$ cat config.mk
export PLATFORM = sky130hd
export DESIGN_NAME = fpu_round_pack
export DESIGN_NICKNAME = d
export VERILOG_FILES = /design/src/rtl/fpu_round_pack_pkg.sv /design/src/rtl/fpu_round_pack_inc.sv /design/src/rtl/fpu_round_pack.sv
export SDC_FILE = /design/constraint.sdc
export NUM_CORES = 1
export LEC_CHECK = 0
export ABC_AREA = 1
export CAP_MARGIN = 5
export CORE_MARGIN = 2
export CORE_UTILIZATION = 40
export DETAILED_ROUTE_END_ITERATION = 8
export GPL_ROUTABILITY_DRIVEN = 0
export SLEW_MARGIN = 5
export SYNTH_ARGS = -nofsm -noshare
export SYNTH_HDL_FRONTEND = slang
export SYNTH_SLANG_ARGS = --single-unit
$ cat constraint.sdc
create_clock -name clk_i -period 5.66 [get_ports clk_i]
set_input_delay 1.698 -clock clk_i [delete_from_list [all_inputs] [get_ports clk_i]]
set_output_delay 1.698 -clock clk_i [all_outputs]
set_load 0.05 [all_outputs]
$ cat src/rtl/fpu_round_pack_pkg.sv
// Shared constants for the FP round/pack stage: rounding-mode codes,
// fflags bit positions and the one-hot FClassFlags class encoding.
package fpu_round_pack_pkg;

    // Rounding-mode codes (codes 101-111 are treated as RNE)
    localparam logic [2:0] RM_RNE = 3'b000;
    localparam logic [2:0] RM_RTZ = 3'b001;
    localparam logic [2:0] RM_RDN = 3'b010;
    localparam logic [2:0] RM_RUP = 3'b011;
    localparam logic [2:0] RM_RMM = 3'b100;

    // Bit positions inside the {NV,DZ,OF,UF,NX} flag vector
    localparam int FFLAG_NX = 0;
    localparam int FFLAG_UF = 1;
    localparam int FFLAG_OF = 2;
    localparam int FFLAG_DZ = 3;
    localparam int FFLAG_NV = 4;

    // One-hot operand/result classes
    localparam logic [5:0] CLS_ZERO    = 6'b000001;
    localparam logic [5:0] CLS_SUBNORM = 6'b000010;
    localparam logic [5:0] CLS_NORMAL  = 6'b000100;
    localparam logic [5:0] CLS_INF     = 6'b001000;
    localparam logic [5:0] CLS_QNAN    = 6'b010000;
    localparam logic [5:0] CLS_SNAN    = 6'b100000;

    // Classes whose packed result comes pre-built from upstream
    localparam logic [5:0] CLS_SPECIAL = CLS_ZERO | CLS_INF | CLS_QNAN | CLS_SNAN;

    function automatic logic is_special(input logic [5:0] cls);
        return |(cls & CLS_SPECIAL);
    endfunction

endpackage

$ cat src/rtl/fpu_round_pack_inc.sv
// Rounding increment decision: given the rounding mode, the sign, the
// mantissa LSB and the guard/sticky bits, decide whether to add one ulp.
module fpu_round_inc
    import fpu_round_pack_pkg::*;
(
    input  logic [2:0] i_rm,
    input  logic       i_sign,
    input  logic       i_lsb,
    input  logic       i_g,
    input  logic       i_s,
    output logic       o_inc
);

    // Per-mode increment; unknown modes fall back to round-to-nearest-even
    always_comb begin
        o_inc = 1'b0;
        case (i_rm)
            RM_RNE:  o_inc = i_g & (i_s | i_lsb);
            RM_RTZ:  o_inc = 1'b0;
            RM_RDN:  o_inc = i_sign & (i_g | i_s);
            RM_RUP:  o_inc = !i_sign & (i_g | i_s);
            RM_RMM:  o_inc = i_g;
            default: o_inc = i_g & (i_s | i_lsb);
        endcase
    end

endmodule

$ cat src/rtl/fpu_round_pack.sv
// Two-stage normalize/round/pack stage behind the FP multiplier.
// S1 denormalizes tiny results and extracts mantissa/guard/sticky,
// S2 rounds, detects overflow/underflow and packs the IEEE-754 word.
// Optional macro FPU_SUB_FLUSH_EN: flush would-be subnormal results to +-0.
module fpu_round_pack
    import fpu_round_pack_pkg::*;
#(
    parameter  int FLEN     = 32,
    localparam int NEXP     = (FLEN == 64) ? 11 : 8,
    localparam int NSIG     = (FLEN == 64) ? 52 : 23,
    localparam int NFULLSIG = 2 * NSIG + 1,
    localparam int EMIN     = 2 - 2 ** (NEXP - 1),
    localparam int EMAX     = 2 ** (NEXP - 1) - 1,
    localparam int BIAS     = EMAX
) (
    input  logic                   clk_i,
    input  logic                   rst_i,
    input  logic                   in_valid_i,
    output logic                   in_ready_o,
    input  logic                   sign_i,
    input  logic signed [NEXP+2:0] exp_i,
    input  logic [NFULLSIG:0]      sig_i,
    input  logic [5:0]             class_i,
    input  logic [FLEN-1:0]        special_i,
    input  logic                   invalid_i,
    input  logic [2:0]             rm_i,
    output logic                   out_valid_o,
    input  logic                   out_ready_i,
    output logic [FLEN-1:0]        result_o,
    output logic [4:0]             fflags_o,
    input  logic                   clear_fflags_i,
    output logic [4:0]             acc_fflags_o
);

    localparam int SHCLAMP = NFULLSIG + 2;
    localparam int SHW     = $clog2(SHCLAMP + 1);
    localparam int EW      = NEXP + 4;
    localparam int EXW     = 2 * NFULLSIG + 3;
    localparam int GPOS    = NFULLSIG - NSIG - 1;

    // Overflowed result: infinity when the mode rounds away from zero, else max-finite
    function automatic logic [FLEN-1:0] sat_overflow(input logic sgn, input logic [2:0] rm);
        logic to_inf;
        case (rm)
            RM_RTZ:  to_inf = 1'b0;
            RM_RDN:  to_inf = sgn;
            RM_RUP:  to_inf = !sgn;
            default: to_inf = 1'b1;
        endcase
        return to_inf ? {sgn, {NEXP{1'b1}}, {NSIG{1'b0}}}
                      : {sgn, {(NEXP-1){1'b1}}, 1'b0, {NSIG{1'b1}}};
    endfunction

    logic                 r_vld_p1, r_vld_p2;
    logic                 r_byp_p1, r_sign_p1, r_g_p1, r_s_p1, r_nv_p1;
    logic [2:0]           r_rm_p1;
    logic [EW-1:0]        r_bexp_p1;
    logic [NSIG:0]        r_mant_p1;
    logic [FLEN-1:0]      r_spec_p1;
    logic [FLEN-1:0]      r_result_p2;
    logic [4:0]           r_fflags_p2;
    logic [4:0]           r_acc;

    logic                 w_s2_adv, w_in_fire, w_out_fire;
    logic                 w_tiny;
    logic signed [31:0]   w_shdiff;
    logic [SHW-1:0]       w_shamt;
    logic [EXW-1:0]       w_ext;
    logic [NFULLSIG:0]    w_den;
    logic                 w_shst;
    logic [EW-1:0]        w_bexp;

    logic                 w_inc, w_carry, w_nx, w_ovf;
    logic [NSIG+1:0]      w_sum;
    logic [EW-1:0]        w_exp_r;
    logic [NSIG-1:0]      w_frac;
    logic [FLEN-1:0]      w_res;
    logic [4:0]           w_flags;

    assign w_s2_adv   = !r_vld_p2 | out_ready_i;
    assign in_ready_o = !r_vld_p1 | w_s2_adv;
    assign w_in_fire  = in_valid_i & in_ready_o;
    assign w_out_fire = r_vld_p2 & out_ready_i;

    // ---- S1: denormalize tiny results, split mantissa / guard / sticky ----
    assign w_tiny   = int'(exp_i) < EMIN;
    assign w_shdiff = EMIN - int'(exp_i);
    assign w_shamt  = !w_tiny ? '0
                    : (w_shdiff > SHCLAMP) ? SHW'(SHCLAMP) : SHW'(w_shdiff);
    assign w_ext    = {sig_i, {SHCLAMP{1'b0}}} >> w_shamt;
    assign w_den    = w_ext[EXW-1 -: NFULLSIG+1];
    assign w_shst   = |w_ext[SHCLAMP-1:0];
    assign w_bexp   = w_tiny ? '0 : EW'(int'(exp_i) + BIAS);

    // S1 valid: advances whenever the stage can accept
    always_ff @(posedge clk_i) begin
        if (rst_i) begin
            r_vld_p1 <= 1'b0;
        end else if (in_ready_o) begin
            r_vld_p1 <= in_valid_i;
        end
    end

    // S1 data: captured only on an accepted input, held while stalled
    always_ff @(posedge clk_i) begin
        if (w_in_fire) begin
            r_byp_p1  <= is_special(class_i);
            r_spec_p1 <= special_i;
            r_nv_p1   <= invalid_i;
            r_sign_p1 <= sign_i;
            r_rm_p1   <= rm_i;
            r_bexp_p1 <= w_bexp;
            r_mant_p1 <= w_den[NFULLSIG -: NSIG+1];
            r_g_p1    <= w_den[GPOS];
            r_s_p1    <= (|w_den[GPOS-1:0]) | w_shst;
        end
    end

    // ---- S2: round, overflow/underflow detection, pack ----
    fpu_round_inc u_inc (
        .i_rm   (r_rm_p1),
        .i_sign (r_sign_p1),
        .i_lsb  (r_mant_p1[0]),
        .i_g    (r_g_p1),
        .i_s    (r_s_p1),
        .o_inc  (w_inc)
    );

    // A subnormal rounding into the hidden bit lands on exponent field 1;
    // a normal carry-out bumps the exponent and leaves a zero fraction.
    assign w_sum   = {1'b0, r_mant_p1} + {{(NSIG+1){1'b0}}, w_inc};
    assign w_carry = w_sum[NSIG+1];
    assign w_exp_r = (r_bexp_p1 == '0) ? EW'(w_sum[NSIG]) : r_bexp_p1 + EW'(w_carry);
    assign w_frac  = w_carry ? '0 : w_sum[NSIG-1:0];
    assign w_nx    = r_g_p1 | r_s_p1;
    assign w_ovf   = w_exp_r >= EW'(2 ** NEXP - 1);

    // Packed result and flags, with the special-case bypass taking priority
    always_comb begin
        w_res                = {r_sign_p1, w_exp_r[NEXP-1:0], w_frac};
        w_flags              = '0;
        w_flags[FFLAG_DZ]    = 1'b0;
        w_flags[FFLAG_NX]    = w_nx;
        if (w_ovf) begin
            w_res             = sat_overflow(r_sign_p1, r_rm_p1);
            w_flags[FFLAG_OF] = 1'b1;
            w_flags[FFLAG_NX] = 1'b1;
        end else if (w_exp_r == '0) begin
`ifdef FPU_SUB_FLUSH_EN
            w_res             = {r_sign_p1, {(FLEN-1){1'b0}}};
            w_flags[FFLAG_UF] = 1'b1;
            w_flags[FFLAG_NX] = 1'b1;
`else
            w_flags[FFLAG_UF] = w_nx;
`endif
        end
        if (r_byp_p1) begin
            w_res             = r_spec_p1;
            w_flags           = '0;
            w_flags[FFLAG_NV] = r_nv_p1;
        end
    end

    // S2 output register: loads from S1 when downstream has room
    always_ff @(posedge clk_i) begin
        if (rst_i) begin
            r_vld_p2    <= 1'b0;
            r_result_p2 <= '0;
            r_fflags_p2 <= '0;
        end else if (w_s2_adv) begin
            r_vld_p2 <= r_vld_p1;
            if (r_vld_p1) begin
                r_result_p2 <= w_res;
                r_fflags_p2 <= w_flags;
            end
        end
    end

    // Sticky accrued flags; a same-cycle clear and fire keeps the new flags
    always_ff @(posedge clk_i) begin
        if (rst_i) begin
            r_acc <= '0;
        end else begin
            r_acc <= (clear_fflags_i ? 5'b0 : r_acc) | (w_out_fire ? r_fflags_p2 : 5'b0);
        end
    end

    assign out_valid_o  = r_vld_p2;
    assign result_o     = r_result_p2;
    assign fflags_o     = r_fflags_p2;
    assign acc_fflags_o = r_acc;

endmodule

==> out/metrics.csv <==
stage;metric;value;unit
run_status;outcome;finished clean;
clock_network;clk buf depth;2;
synth;register bit total from synthesis;118;
routing;highest routing layer actually used;met4;
grt;gr ovfl total;0;
synth;dominant cell type by area after synthesis;edfxtp_1;
floorplanning;die width;157;um
min_path;HP Class;flop to flop;
setup_path;worst-path maximum fanout;8;
power_and_ir_drop;Max VDD drop;0.180;mV
clock_network;CTS H-tree lvls;4;
timing;Slew Limit Fails;0;
timing;worst hold slack;0.457;ns
routing;routed vias/inst;5.26;
power_and_ir_drop;Leak;0.00523;uW
synth;EDFF count, synth;76;
place;Post-Place Worst Slack;-0.0289;ns
flow_run;Max-cap violations;0;
routing;total number of vias;10100;
setup_path;Worst path max stage delay;0.38;ns
power_and_ir_drop;Total Power;2970;uW
timing;sum of negative setup slack;0;ns
clock_network;cts hold-fix bufs;0;
grt;antenna violations before repair;1;
synth;asr flop ratio synth;0;%
timing;fmax;182;MHz
synth;Synth top area share;24.4;%
timing;RSZ-0062 raised after global routing;true;
grt;largest net degree at the start of global routing;77;
setup_path;CP Launch Type;flop;
routing;antenna-violating nets left;0;
synth;top cells by area, synth;edfxtp_1 (24%), nand2_1 (19%), nand3_1 (18%);
floorplanning;I/O pin count;151;
timing;final hold viol count;0;
grt;total track usage;23.9;%
synth;Distinct cells, synth;49;
grt;vias in the first global route;9517;
synth;Syn Inst Count;1464;
routing;Routed WL;29.7;mm
place;IO Port Bufs;146;
clock_network;total CTS buffers;17;
synth;Synth Cell Area;9350;um2
clock_network;TritonCTS clock tree;yes;
setup_path;Most Frequent Cell on Critical Path;nand4_1;
routing;first-pass iteration count of the detailed router;7;
clock_network;clk slew on worst S/H paths;0.06;ns
clock_network;root buffer cell;clkbuf_16;
routing;WL met1;12.5;mm
grt;first-pass GRT wire length;46.9;mm
place;Post-DP HPWL;22.2;mm
clock_network;# clock sinks;118;
synth;Synthesis Warnings;0;
floorplanning;total core area;22800;um2
setup_path;CP Data Arrival Time;5.75;ns
setup_path;Worst Setup End Kind;flop;
floorplanning;Starting Density;41.0;%
timing;Worst Tran Pin Value;1.06;ns
power_and_ir_drop;Pwr Density;244;nW/um2
setup_path;Setup CP Type;flop to flop;
timing;Slew headroom;29.6;%
timing;Tcrit/Tclk final;96.8;%
routing;met2 WL;14.7;mm
floorplanning;FP Rows;55;
place;Post-Place Cell Area;11200;um2
clock_network;Worst-Skew Late Latency;0.41;ns
min_path;cell count of the worst hold path;2;
finish;layout cells sized above 1;9.50;%
routing;DR WL/cell;15.4;um
timing;min cycle time layout;5.48;ns
synth;top_reg_cell synth;edfxtp_1;
finish;Final #Nets;1713;
routing;routed length on met3;1.21;mm
routing;detailed-route DRC error count;0;
synth;mean post-synth cell area;6.39;um2
floorplanning;die height;157;um
setup_path;Required @ worst endpoint;5.93;ns
setup_path;R2R depth;38;
synth;post-synthesis sequential area ratio;33.4;%
floorplanning;die area;24600;um2
timing;post-route setup slack;0.179;ns
finish;Layout area overhead;30.1;%
routing;Iteration-0 DRC Markers;682;
timing;final setup vio count;0;
finish;Finished Cell Area;12200;um2
setup_path;slowest CP cell;edfxtp_1;
timing;Setup Skew;0.0160;ns
## worst paths after layout
path | from | end | slack [ns]
min | result_o[11] | result_o[11] | 0.46
min reg2reg | result_o[11] | result_o[11] | 0.46
max | r_rm_p1[0] | result_o[10] | 0.18
max reg2reg | r_rm_p1[0] | result_o[10] | 0.18
## synthesized netlist by cell type (2+ instances only)
master and instances:
nor4_1 4, o211ai_1 24, nand2_1 462, nand4_1 18
clkbuf_1 34, buf_4 8, inv_2 3, or2_2 5
edfxtp_1 76, buf_6 6, xnor2_1 4, a21boi_1 2
a211oi_1 4, o31ai_1 2, nand3_1 330, nor2_2 3
buf_1 4, xor2_1 10, o21ai_0 39, nor2_1 105
nand2_4 3, dfxtp_1 42, buf_2 31, a21oi_1 67
inv_1 120, o221ai_1 3, ha_1 8, and2_1 2
o21ai_1 6, o21a_1 2, nand3b_1 5, nor3_1 12
a31oi_1 4
## per-layer routing
layer	vias up	global-route usage, %
met3	69	3.03
met1	4561	28.0
met4	0	11.7
met2	302	43.1
met5	-	0
li1	5188	-
## report_power, final
group	internal [uW]	total [uW]	switching, uW
Combinational	320	885	565
Sequential	986	1020	38.1
Clock	668	1060	389
Total	1970	2970	992
## placed cells by master (no fill, tap or decap), drive strengths merged, types with 2 or more instances in the layout
cell type | Yosys | routed
dfxtp | 42 | 42
a31oi | 4 | 4
clkdlybuf4s50 | 0 | 146
nand2 | 465 | 465
clkbuf | 34 | 24
o21ai | 45 | 45
buf | 49 | 50
nand3b | 6 | 6
inv | 123 | 128
or2 | 5 | 5
xor2 | 11 | 11
a21boi | 2 | 2
nor3 | 12 | 12
o211ai | 24 | 24
o221ai | 3 | 3
a21oi | 67 | 67
clkinv | 2 | 5
a211oi | 4 | 4
nor4 | 4 | 4
xnor2 | 4 | 4
o21a | 2 | 2
nand4 | 18 | 18
ha | 8 | 8
edfxtp | 76 | 76
and2 | 2 | 2
nand3 | 331 | 331
conb | 1 | 2
o31ai | 2 | 2
nor2 | 109 | 109
## critical path, delay by kind of cell, from the launching register on
kind                       cells  cell delay [ns]
and+or+nand+nor               20             2.49
AOI/OAI and AO/OA              7             1.06
buffers and inverters          7             0.71
adders and majority gates      4             0.68
DFF                            1             0.38
## per-stage QoR
step | instances | utilization [%]
after floorplan | 1465 | -
after global placement | 1880 | 49.0
after detailed placement | 1880 | 49.0
after CTS | 1912 | 51.7
after global routing | 1924 | 53.4
final | 1925 | 53.4
## area by class of cell
cell class	instances	area, um2
diodes	1	2.50
clock buffers	23	499
clock inverters	9	86.3
fillers	2218	10600
inverters	125	475
multi-input cells	1139	5600
flip-flops and latches	118	3120
well taps	313	392
repair buffers	197	1980
## kinds of logic after synthesis
kind of cell    count (synthesis)  synth area share (%)
simple gates                  955                  44.6
buf+inv                       208                  9.58
compound gates                159                  9.78
flops                         118                  33.4
xor+xnor                       15                  1.49
fa+ha+maj                       8                  1.07
other cells                     1                0.0401
## state kept, by name, indices dropped and copies added (netlist names)
register	flops
r_sign_p1	1
r_byp_p1	1
fflags_o	4
r_bexp_p1	12
r_nv_p1	1
out_valid_o	1
r_spec_p1	32
r_vld_p1	1
r_s_p1	1
result_o	32
r_rm_p1	3
r_g_p1	1
acc_fflags_o	4
r_mant_p1	24
## timing repair
item	CTS	global route
setup buffers	0	11
cloned	0	1
gates resized for setup	3	95
endpoints found under the setup margin	9	32
hold endpoints to repair	0	0
pin swaps	0	35
No activity file was read; power rests on OpenSTA's default activity.
